<file path="config.mk">
export PLATFORM = sky130hd
export DESIGN_NAME = fpu_misc_pipe
export DESIGN_NICKNAME = d
export VERILOG_FILES = /design/src/rtl/fpu_misc_pipe.sv
export SDC_FILE = /design/constraint.sdc
export NUM_CORES = 1
export LEC_CHECK = 0
export CORE_UTILIZATION = 48
export CTS_BUF_LIST = sky130_fd_sc_hd__clkbuf_4
export CTS_CLUSTER_DIAMETER = 50
export DETAILED_ROUTE_END_ITERATION = 8
export PLACE_DENSITY_LB_ADDON = 0.25
export SYNTH_ARGS = -nofsm -noshare
export SYNTH_HDL_FRONTEND = slang
export SYNTH_SLANG_ARGS = --single-unit
</file>
<file path="constraint.sdc">
create_clock -name CLK -period 2.5 [get_ports CLK]
set_input_delay 0.5 -clock CLK [delete_from_list [all_inputs] [get_ports CLK]]
set_output_delay 0.5 -clock CLK [all_outputs]
set_load 0.01 [all_outputs]
</file>
<file path="src/rtl/fpu_misc_pipe.sv">
`default_nettype none
// +----------------------------------------------------------------------+
// | fpu_misc_pipe : two-stage FP sign-inject / min-max / compare / class |
// | Rev 1.0                                                              |
// +----------------------------------------------------------------------+
module fpu_misc_pipe #(
  parameter  int EXP_W   = 5,
  parameter  int FRAC_W  = 10,
  parameter  int WORD_W  = 32,
  parameter  int TAG_W   = 5,
  parameter  int NAN_BOX = 1,
  localparam int FP_W    = 1 + EXP_W + FRAC_W
) (
  input  logic              CLK,
  input  logic              nRST,
  input  logic              in_valid,
  output logic              in_ready,
  input  logic [4:0]        funct5,
  input  logic [2:0]        rm,
  input  logic [FP_W-1:0]   rs1,
  input  logic [FP_W-1:0]   rs2,
  input  logic [TAG_W-1:0]  tag_in,
  output logic              out_valid,
  input  logic              out_ready,
  output logic [WORD_W-1:0] result,
  output logic [TAG_W-1:0]  tag_out,
  output logic              flag_nv,
  output logic              flag_illegal
);

  localparam logic [4:0] F5_SGNJ   = 5'b00100;
  localparam logic [4:0] F5_MINMAX = 5'b00101;
  localparam logic [4:0] F5_COMP   = 5'b10100;
  localparam logic [4:0] F5_CLASS  = 5'b11100;

  localparam int CL_ZERO = 0;
  localparam int CL_SUB  = 1;
  localparam int CL_NORM = 2;
  localparam int CL_INF  = 3;
  localparam int CL_SNAN = 4;
  localparam int CL_QNAN = 5;

  localparam logic [FP_W-1:0]   CANON_QNAN = {1'b0, {EXP_W{1'b1}}, 1'b1, {(FRAC_W-1){1'b0}}};
  localparam logic [WORD_W-1:0] BOX_MASK   = (NAN_BOX != 0) ? ({WORD_W{1'b1}} << FP_W) : '0;

  function automatic logic [5:0] classify(input logic [FP_W-1:0] x);
    logic exp_ones, exp_zero, frac_zero;
    exp_ones  = &x[FP_W-2:FRAC_W];
    exp_zero  = ~|x[FP_W-2:FRAC_W];
    frac_zero = ~|x[FRAC_W-1:0];
    classify          = '0;
    classify[CL_ZERO] = exp_zero & frac_zero;
    classify[CL_SUB]  = exp_zero & ~frac_zero;
    classify[CL_NORM] = ~exp_ones & ~exp_zero;
    classify[CL_INF]  = exp_ones & frac_zero;
    classify[CL_SNAN] = exp_ones & ~x[FRAC_W-1] & ~frac_zero;
    classify[CL_QNAN] = exp_ones & x[FRAC_W-1];
  endfunction

  logic              s1_valid_q, s1_valid_d;
  logic [FP_W-1:0]   s1_a_q, s1_a_d, s1_b_q, s1_b_d;
  logic [4:0]        s1_f5_q, s1_f5_d;
  logic [2:0]        s1_rm_q, s1_rm_d;
  logic [TAG_W-1:0]  s1_tag_q, s1_tag_d;
  logic [5:0]        s1_ca_q, s1_ca_d, s1_cb_q, s1_cb_d;

  logic              out_valid_q, out_valid_d;
  logic [WORD_W-1:0] result_q, result_d;
  logic [TAG_W-1:0]  tag_q, tag_d;
  logic              nv_q, nv_d, ill_q, ill_d;

  logic s2_adv, s1_adv;
  assign s2_adv   = !out_valid_q || out_ready;
  assign s1_adv   = !s1_valid_q || s2_adv;
  assign in_ready = s1_adv;

  always_comb begin
    s1_valid_d = s1_valid_q;
    s1_a_d     = s1_a_q;
    s1_b_d     = s1_b_q;
    s1_f5_d    = s1_f5_q;
    s1_rm_d    = s1_rm_q;
    s1_tag_d   = s1_tag_q;
    s1_ca_d    = s1_ca_q;
    s1_cb_d    = s1_cb_q;
    if (s1_adv) begin
      s1_valid_d = in_valid;
      if (in_valid) begin
        s1_a_d   = rs1;
        s1_b_d   = rs2;
        s1_f5_d  = funct5;
        s1_rm_d  = rm;
        s1_tag_d = tag_in;
        s1_ca_d  = classify(rs1);
        s1_cb_d  = classify(rs2);
      end
    end
  end

  logic              a_sign, b_sign, a_nan, b_nan, any_snan, both_zero;
  logic [FP_W-2:0]   a_mag, b_mag;
  logic              lt_mz, lt, eq, cmp, sgn;
  logic [FP_W-1:0]   fp_res;
  logic [9:0]        int_res;
  logic              is_fp, c_nv, c_ill;
  logic [WORD_W-1:0] calc_res;
  logic              unused_cls_b;

  assign unused_cls_b = ^{s1_cb_q[CL_SUB], s1_cb_q[CL_NORM], s1_cb_q[CL_INF]};

  always_comb begin
    a_sign    = s1_a_q[FP_W-1];
    b_sign    = s1_b_q[FP_W-1];
    a_mag     = s1_a_q[FP_W-2:0];
    b_mag     = s1_b_q[FP_W-2:0];
    a_nan     = s1_ca_q[CL_SNAN] | s1_ca_q[CL_QNAN];
    b_nan     = s1_cb_q[CL_SNAN] | s1_cb_q[CL_QNAN];
    any_snan  = s1_ca_q[CL_SNAN] | s1_cb_q[CL_SNAN];
    both_zero = s1_ca_q[CL_ZERO] & s1_cb_q[CL_ZERO];
    // lt_mz orders -0 below +0 (min/max); lt/eq treat the zeros as equal
    if (a_sign != b_sign) lt_mz = a_sign;
    else if (a_sign)      lt_mz = b_mag < a_mag;
    else                  lt_mz = a_mag < b_mag;
    lt       = lt_mz && !both_zero;
    eq       = (s1_a_q == s1_b_q) || both_zero;
    cmp      = 1'b0;
    sgn      = 1'b0;
    fp_res   = '0;
    int_res  = '0;
    is_fp    = 1'b0;
    c_nv     = 1'b0;
    c_ill    = 1'b0;
    case (s1_f5_q)
      F5_SGNJ: begin
        is_fp = 1'b1;
        case (s1_rm_q)
          3'b000:  sgn = b_sign;
          3'b001:  sgn = ~b_sign;
          3'b010:  sgn = a_sign ^ b_sign;
          default: c_ill = 1'b1;
        endcase
        fp_res = {sgn, a_mag};
      end
      F5_MINMAX: begin
        is_fp = 1'b1;
        c_nv  = any_snan;
        if (a_nan && b_nan)     fp_res = CANON_QNAN;
        else if (a_nan)         fp_res = s1_b_q;
        else if (b_nan)         fp_res = s1_a_q;
        else if (s1_rm_q[0])    fp_res = lt_mz ? s1_b_q : s1_a_q;
        else                    fp_res = lt_mz ? s1_a_q : s1_b_q;
        if (s1_rm_q[2:1] != 2'b00) c_ill = 1'b1;
      end
      F5_COMP: begin
        case (s1_rm_q)
          3'b010:  begin cmp = eq;       c_nv = any_snan;      end
          3'b001:  begin cmp = lt;       c_nv = a_nan | b_nan; end
          3'b000:  begin cmp = lt || eq; c_nv = a_nan | b_nan; end
          default: c_ill = 1'b1;
        endcase
        int_res[0] = cmp && !a_nan && !b_nan;
      end
      F5_CLASS: begin
        int_res = {s1_ca_q[CL_QNAN], s1_ca_q[CL_SNAN],
                   ~a_sign & s1_ca_q[CL_INF],  ~a_sign & s1_ca_q[CL_NORM],
                   ~a_sign & s1_ca_q[CL_SUB],  ~a_sign & s1_ca_q[CL_ZERO],
                   a_sign & s1_ca_q[CL_ZERO],  a_sign & s1_ca_q[CL_SUB],
                   a_sign & s1_ca_q[CL_NORM],  a_sign & s1_ca_q[CL_INF]};
      end
      default: c_ill = 1'b1;
    endcase
    calc_res = '0;
    if (c_ill) begin
      c_nv = 1'b0;
    end else if (is_fp) begin
      calc_res              = BOX_MASK;
      calc_res[FP_W-1:0]    = fp_res;
    end else begin
      calc_res[9:0]         = int_res;
    end
  end

  always_comb begin
    out_valid_d = out_valid_q;
    result_d    = result_q;
    tag_d       = tag_q;
    nv_d        = nv_q;
    ill_d       = ill_q;
    if (s2_adv) begin
      out_valid_d = s1_valid_q;
      result_d    = s1_valid_q ? calc_res : '0;
      tag_d       = s1_valid_q ? s1_tag_q : '0;
      nv_d        = s1_valid_q & c_nv;
      ill_d       = s1_valid_q & c_ill;
    end
  end

  always_ff @(posedge CLK or negedge nRST) begin
    if (!nRST) begin
      s1_valid_q  <= 1'b0;
      s1_a_q      <= '0;
      s1_b_q      <= '0;
      s1_f5_q     <= '0;
      s1_rm_q     <= '0;
      s1_tag_q    <= '0;
      s1_ca_q     <= '0;
      s1_cb_q     <= '0;
      out_valid_q <= 1'b0;
      result_q    <= '0;
      tag_q       <= '0;
      nv_q        <= 1'b0;
      ill_q       <= 1'b0;
    end else begin
      s1_valid_q  <= s1_valid_d;
      s1_a_q      <= s1_a_d;
      s1_b_q      <= s1_b_d;
      s1_f5_q     <= s1_f5_d;
      s1_rm_q     <= s1_rm_d;
      s1_tag_q    <= s1_tag_d;
      s1_ca_q     <= s1_ca_d;
      s1_cb_q     <= s1_cb_d;
      out_valid_q <= out_valid_d;
      result_q    <= result_d;
      tag_q       <= tag_d;
      nv_q        <= nv_d;
      ill_q       <= ill_d;
    end
  end

  assign out_valid    = out_valid_q;
  assign result       = result_q;
  assign tag_out      = tag_q;
  assign flag_nv      = nv_q;
  assign flag_illegal = ill_q;

endmodule
`default_nettype wire

</file>
==> impl_metrics.toml, run 1 <==
[critical_path]
criticalPathCategory = "flop to flop"
setup.worst_path.end_class = "flop"
cp_max_fo = 8
crit_path_start_kind = "flop"
cp.required_ns = 2.86
cp.arrival_ns = 2.97

[place]
dpl.cell_count = 608
gp_congestion = 0.932
dp_slack_ns = -0.0911
dp_hpwl_um = 7910
port-buffer-count = 89

[synth]
synth-edff-count = 0
seq_area_frac_synth_pct = 46.9
synth_cell_types = 57
avgSynthCellArea_um2 = 10.6
synth_cells = 404
syn_nets = 470
synth.area.top_cells = "dfrtp_1, mux2_2, ha_1, nand2_1, buf_4"
async_flop_share_pct = 100
synth_seq_cells = 80
mappedNetlistArea_mm2 = 0.00427
synth_ff_type = "dfrtp_1"
ys_warn_count = 0
synth_area_leader_cell = "dfrtp_1"
synth_top_area_share_pct = 46.9

[min_path]
hp-class = "flop to flop"

[final_layout]
fillers = 663
antenna_cells = 0
synthToLayoutAreaGrowth_pct = 38.6
multiInputGateArea_mm2 = 0.00224
layout.area.seq_mm2 = 0.00200
stdcell_count = 640
drive_above_1_share_pct = 30.3
utilization_pct = 68.2
nets = 593

[die]
floorplan.initialDensity_pct = 49.2
die_area_mm2 = 0.00927
rows = 34
num_io_pins = 90
die_y_um = 96.3
die_w_um = 96.3
coreArea_mm2 = 0.00868

[sta]
hold_viol_final = 0
fin_tns_setup_ns = -0.775
max_freq_mhz = 383
period_minus_slack_ns = 2.61
fin_skew_ns = 0.0324
max_slew_margin_pct = 55.0
rsz0062_at_grt = "yes"
fin_ws_ns = -0.112
maxSlewViolCount = 0
setup_viol = 14
fin_crit_sh_pct = 104
tightest_slew_ns = 0.668

[pwr]
swShare_pct = 34.5
p_switching_mw = 1.18
finalPower_mw = 3.43
pwr-share-seq_pct = 44.4
p_leak_nw = 2.51
clkPwrFrac_pct = 22.4
intPower_mw = 2.25
powerDensity_mw_per_mm2 = 579
ir_drop_uv = 370
combPwrFrac_pct = 33.2

[global_routing]
gr-total-overflow = 0
antenna_found_initial = 0
grt_pass1_vias = 3457
grt_usage_pct = 24.3
grt_max_degree = 47
grt_pass1_wl_um = 16800

[drt]
post-route-drc-count = 0
totalWireLength_um = 10900
drt-initial-drc-count = 256
vias_per_cell = 5.74
wl_per_cell_um = 17.0
ant_nets = 0
drtPass1Iterations = 5
vias = 3673

[clocking]
clkSinkCount = 80
htreeDepth = 3
clockBufferDepth = 2
cts_inserted_buffers = 9
clk_pin_slew_ns = 0.17
cts_tree = "done"
cts-root-buf = "clkbuf_4"
clock_latency_ns = 0.46

[status]
failed_checks = "setup timing"
status = "finished with violations"

[job]
cap_violations = 0
## registers in the layout, summed over array words and instances, names as in the netlist
register and flops:
out_valid 1, flag_illegal 1, flag_nv 1, s1_valid_q 1
s1_a_q 16, tag_out 5, s1_f5_q 5, s1_b_q 16
s1_ca_q 6, s1_cb_q 3, result 17, s1_tag_q 5
s1_rm_q 3
## cell families after synthesis
logic type | after synthesis | share of synthesized area [%]
compound gates | 94 | 16.1
fa+ha+maj | 17 | 4.98
buf+inv | 53 | 6.01
flops | 80 | 46.9
mux | 47 | 12.3
simple gates | 113 | 13.7
## power groups by stage
stage               registers [mW]  logic, mW  clock network [mW]
global route                  1.54       1.24               0.841
global placement              1.53      0.929                   0
CTS                           1.52       1.04               0.780
finish                        1.52       1.14               0.768
detailed placement            1.54      0.951                   0
floorplan                     1.53      0.540                   0
## cells in the mapped netlist (2+ instances only)
cell	count
a21oi_1	19
a22oi_1	2
a21oi_2	2
o21a_1	2
a211oi_1	3
nor2_2	2
and2_1	2
or4_1	2
mux2i_1	2
a221oi_1	8
a31oi_1	2
buf_4	15
a21o_1	2
nor4_1	5
mux2_2	45
o31ai_1	9
inv_1	21
a22o_1	3
nand3_1	11
clkbuf_1	13
ha_1	17
o21ai_0	16
o211ai_1	2
o41ai_1	2
buf_1	3
a221o_1	5
nor3_1	10
nor2_1	12
dfrtp_1	80
a21boi_1	5
nand4_1	4
nand2_1	50
nand2b_1	4
## cells in the final DEF, fill, tap and decap left out, types with 3 or more instances in the layout
cell	instances
clkdlybuf4s50_1	88
dfrtp_1	80
buf_4	53
nand2_1	48
mux2_2	45
inv_1	18
a21oi_1	18
o21ai_0	15
nor2_1	11
nand3_1	11
o31ai_1	9
ha_1	9
clkbuf_4	9
ha_4	8
nor3_1	7
nor4_1	5
a221o_1	5
nand4_1	4
nand2b_1	4
a221oi_2	4
a221oi_1	4
a21boi_2	4
inv_2	3
a211oi_2	3
nor3_2	3
a22o_1	3
inv_8	3
inv_6	3
## layer usage
metal / part of all wire, % / GRT usage, % / routed length [um]
met1: 44 / 31.5 / 4740
met2: 47 / 39.8 / 5160
met3: 6.3 / 5.77 / 687
met4: 2.6 / 8.21 / 283
met5: 0 / 0 / 0
## final timing paths
check | start | to | slack [ns] | cells after the start
worst min register to register | tag_out[0]$_DFFE_PN0P_ | tag_out[0]$_DFFE_PN0P_ | 0.49 | 2
min in group asynchronous | nRST | s1_f5_q[4]$_DFFE_PN0P_ | 0.53 | 2
worst max register to register | s1_a_q[2]$_DFFE_PN0P_ | result[1]$_DFFE_PN0P_ | -0.11 | 11
max in group asynchronous | nRST | s1_b_q[9]$_DFFE_PN0P_ | 1.36 | 3
worst max-delay path | s1_a_q[2]$_DFFE_PN0P_ | result[1]$_DFFE_PN0P_ | -0.11 | 11
worst min-delay path | tag_out[0]$_DFFE_PN0P_ | tag_out[0]$_DFFE_PN0P_ | 0.49 | 2
## final cells by class
cell class              instances  share of cell area (%)
multi-input cells             271                    37.8
clock inverters                 7                    1.14
well taps                     108                    2.28
inverters                      21                    1.33
flip-flops and latches         80                    33.8
clock buffers                   9                    1.14
repair buffers                144                    22.5
## through the flow
step / instance area [um^2] / hold slack, ns
floorplan: 4270 / 0.204
global placement: 5430 / 0.449
detailed placement: 5430 / 0.456
CTS: 5730 / 0.492
global route: 5920 / 0.521
finish: 5920 / 0.486
## critical path: stages (launching register included)
cell and delay, ns:
dfrtp_1 0.45, ha_4 0.26, a21oi_2 0.13, a21oi_2 0.09, buf_4 0.13, o31a_1 0.34
o22ai_2 0.23, nand4_4 0.16, o21ai_4 0.31, buf_4 0.17, a221oi_2 0.05, o31ai_1 0.20
## what timing repair did
item	CTS	global route
buffers inserted	6	12
endpoints found under the setup margin	12	15
gates resized for setup	13	24
hold buffers	1	0
pin swaps	6	21
endpoints found under the hold margin	16	0
No activity file was read; power rests on OpenSTA's default activity.
==> run 2, diff against run 1 <==
--- a/config.mk
+++ b/config.mk
@@ -8,6 +8,7 @@
 export CORE_UTILIZATION = 48
 export CTS_BUF_LIST = sky130_fd_sc_hd__clkbuf_4
 export CTS_CLUSTER_DIAMETER = 50
+export CTS_CLUSTER_SIZE = 20
 export DETAILED_ROUTE_END_ITERATION = 8
 export PLACE_DENSITY_LB_ADDON = 0.25
 export SYNTH_ARGS = -nofsm -noshare
==> constraint.sdc (replaced) <==
create_clock -name CLK -period 2.8 [get_ports CLK]
set_input_delay 0.56 -clock CLK [delete_from_list [all_inputs] [get_ports CLK]]
set_output_delay 0.56 -clock CLK [all_outputs]
set_load 0.01 [all_outputs]
==> impl_metrics.toml, run 2 (synthesized netlist as in run 1, its figures left out) <==
[clocking]
clockBufferDepth = 2
cts-root-buf = "clkbuf_4"
cts_inserted_buffers = 9
htreeDepth = 3
cts_tree = "done"
clk_pin_slew_ns = 0.14
clock_latency_ns = 0.45
clkSinkCount = 80

[die]
floorplan.initialDensity_pct = 49.2
die_w_um = 96.3
die_area_mm2 = 0.00927
num_io_pins = 90
coreArea_mm2 = 0.00868
rows = 34
die_y_um = 96.3

[critical_path]
cp_max_fo = 8
slowest_stage = "dfrtp_1"
crit_chain = "ha_1 > a211oi_2 > nor2_2 > o31a_1 > o22ai_2 > nand4_4 > o21ai_4 > buf_4 > a221oi_2 > o31ai_1"
criticalPathCategory = "flop to flop"
crit_path_start_kind = "flop"
cp.arrival_ns = 3.06
ff2ff_path_depth = 10
cp.required_ns = 3.16
rrSetupSlack_ns = 0.10
setup.worst_path.end_class = "flop"
slowest_delay_ns = 0.44

[place]
gp_congestion = 0.868
dp_hpwl_um = 8010
place_area_mm2 = 0.00521
port-buffer-count = 89

[sta]
period_minus_slack_ns = 2.70
hold_viol_final = 0
hold_ws_ns = 0.254
fin_crit_sh_pct = 96.3
max_freq_mhz = 371
fin_skew_ns = 0.0187
setup_viol = 0
fin_tns_setup_ns = 0
max_slew_margin_pct = 34.4
rsz0062_at_grt = "yes"
tightest_slew_ns = 0.983
maxSlewViolCount = 0

[final_layout]
final_common_cell = "clkdlybuf4s50_1"
synthToLayoutAreaGrowth_pct = 30.2
final_area_mm2 = 0.00556
most-common-layout-cells = "clkdlybuf4s50_1, dfrtp_1, nand2_1"
antenna_cells = 0
utilization_pct = 64.0
nets = 561
drive_above_1_share_pct = 22.0
largest_reg_flops = 17

[min_path]
hp-class = "input port to async pin"

[pwr]
swShare_pct = 32.2
intPower_mw = 2.06
powerDensity_mw_per_mm2 = 545
ir_drop_uv = 274
combPwrFrac_pct = 27.7
p_switching_mw = 0.975
clkPwrFrac_pct = 26.8
pwr-share-seq_pct = 45.5
p_leak_nw = 2.35
finalPower_mw = 3.03

[drt]
vias = 3503
wl_per_cell_um = 17.9
drtPass1Iterations = 4
post-route-drc-count = 0
totalWireLength_um = 10900
ant_nets = 0
drt-initial-drc-count = 201
vias_per_cell = 5.76

[job]
cap_violations = 0

[global_routing]
gr-total-overflow = 0
grt_usage_pct = 24.4
grt_pass1_vias = 3296
antenna_found_initial = 0
grt_pass1_wl_um = 16700
grt_max_degree = 81

[status]
status = "complete, no violations"
## run 2: layout make-up
type                    instances  area, um^2
fillers                       731        3120
flip-flops and latches         80        2000
repair buffers                112        1070
well taps                     108         135
inverters                      21        78.8
clock inverters                 7         101
clock buffers                   9        67.6
multi-input cells             271        2100
## run 2: power by group through the flow
stage	Combinational [mW]	Clock [mW]	Sequential, mW
final	0.840	0.811	1.38
after global routing	0.919	0.867	1.40
after CTS	0.759	0.827	1.38
after detailed placement	0.758	0	1.40
after global placement	0.743	0	1.40
after floorplan	0.482	0	1.37
## run 2: what timing repair did
action                     CTS  global route
gates resized for setup      0            13
setup endpoints to repair    0            12
hold buffers                 0             0
buffers inserted             0            12
## run 2: routing by layer
metal | GRT usage (%) | share of wire, %
met3 | 4.34 | 5.3
met1 | 32.7 | 46
met5 | 0 | 0
met4 | 12.0 | 2.5
met2 | 38.2 | 47
## run 2: path summary, 6_finish.rpt
kind | startpoint | to
worst max-delay path | s1_a_q[4]$_DFFE_PN0P_ | result[1]$_DFFE_PN0P_
worst min register to register | tag_out[3]$_DFFE_PN0P_ | tag_out[3]$_DFFE_PN0P_
worst max register to register | s1_a_q[4]$_DFFE_PN0P_ | result[1]$_DFFE_PN0P_
min in group CLK | tag_out[3]$_DFFE_PN0P_ | tag_out[3]$_DFFE_PN0P_
worst min-delay path | nRST | s1_f5_q[2]$_DFFE_PN0P_
max in group asynchronous | nRST | s1_b_q[10]$_DFFE_PN0P_
## run 2: critical path: cells and delay by family, from the launching register on
family	cells	cell delay, ns
flops	1	0.44
fa+ha+maj	1	0.35
buf+inv	1	0.17
compound gates	6	1.38
simple gates	2	0.26
## run 2: metrics by stage
step / cells / worst slack [ns]
2_1_floorplan: 404 / 0.438
3_3_place_gp: 580 / 0.0175
3_5_place_dp: 580 / 0.0800
4_1_cts: 596 / 0.0498
5_1_grt: 608 / -0.0497
6_report: 608 / 0.102
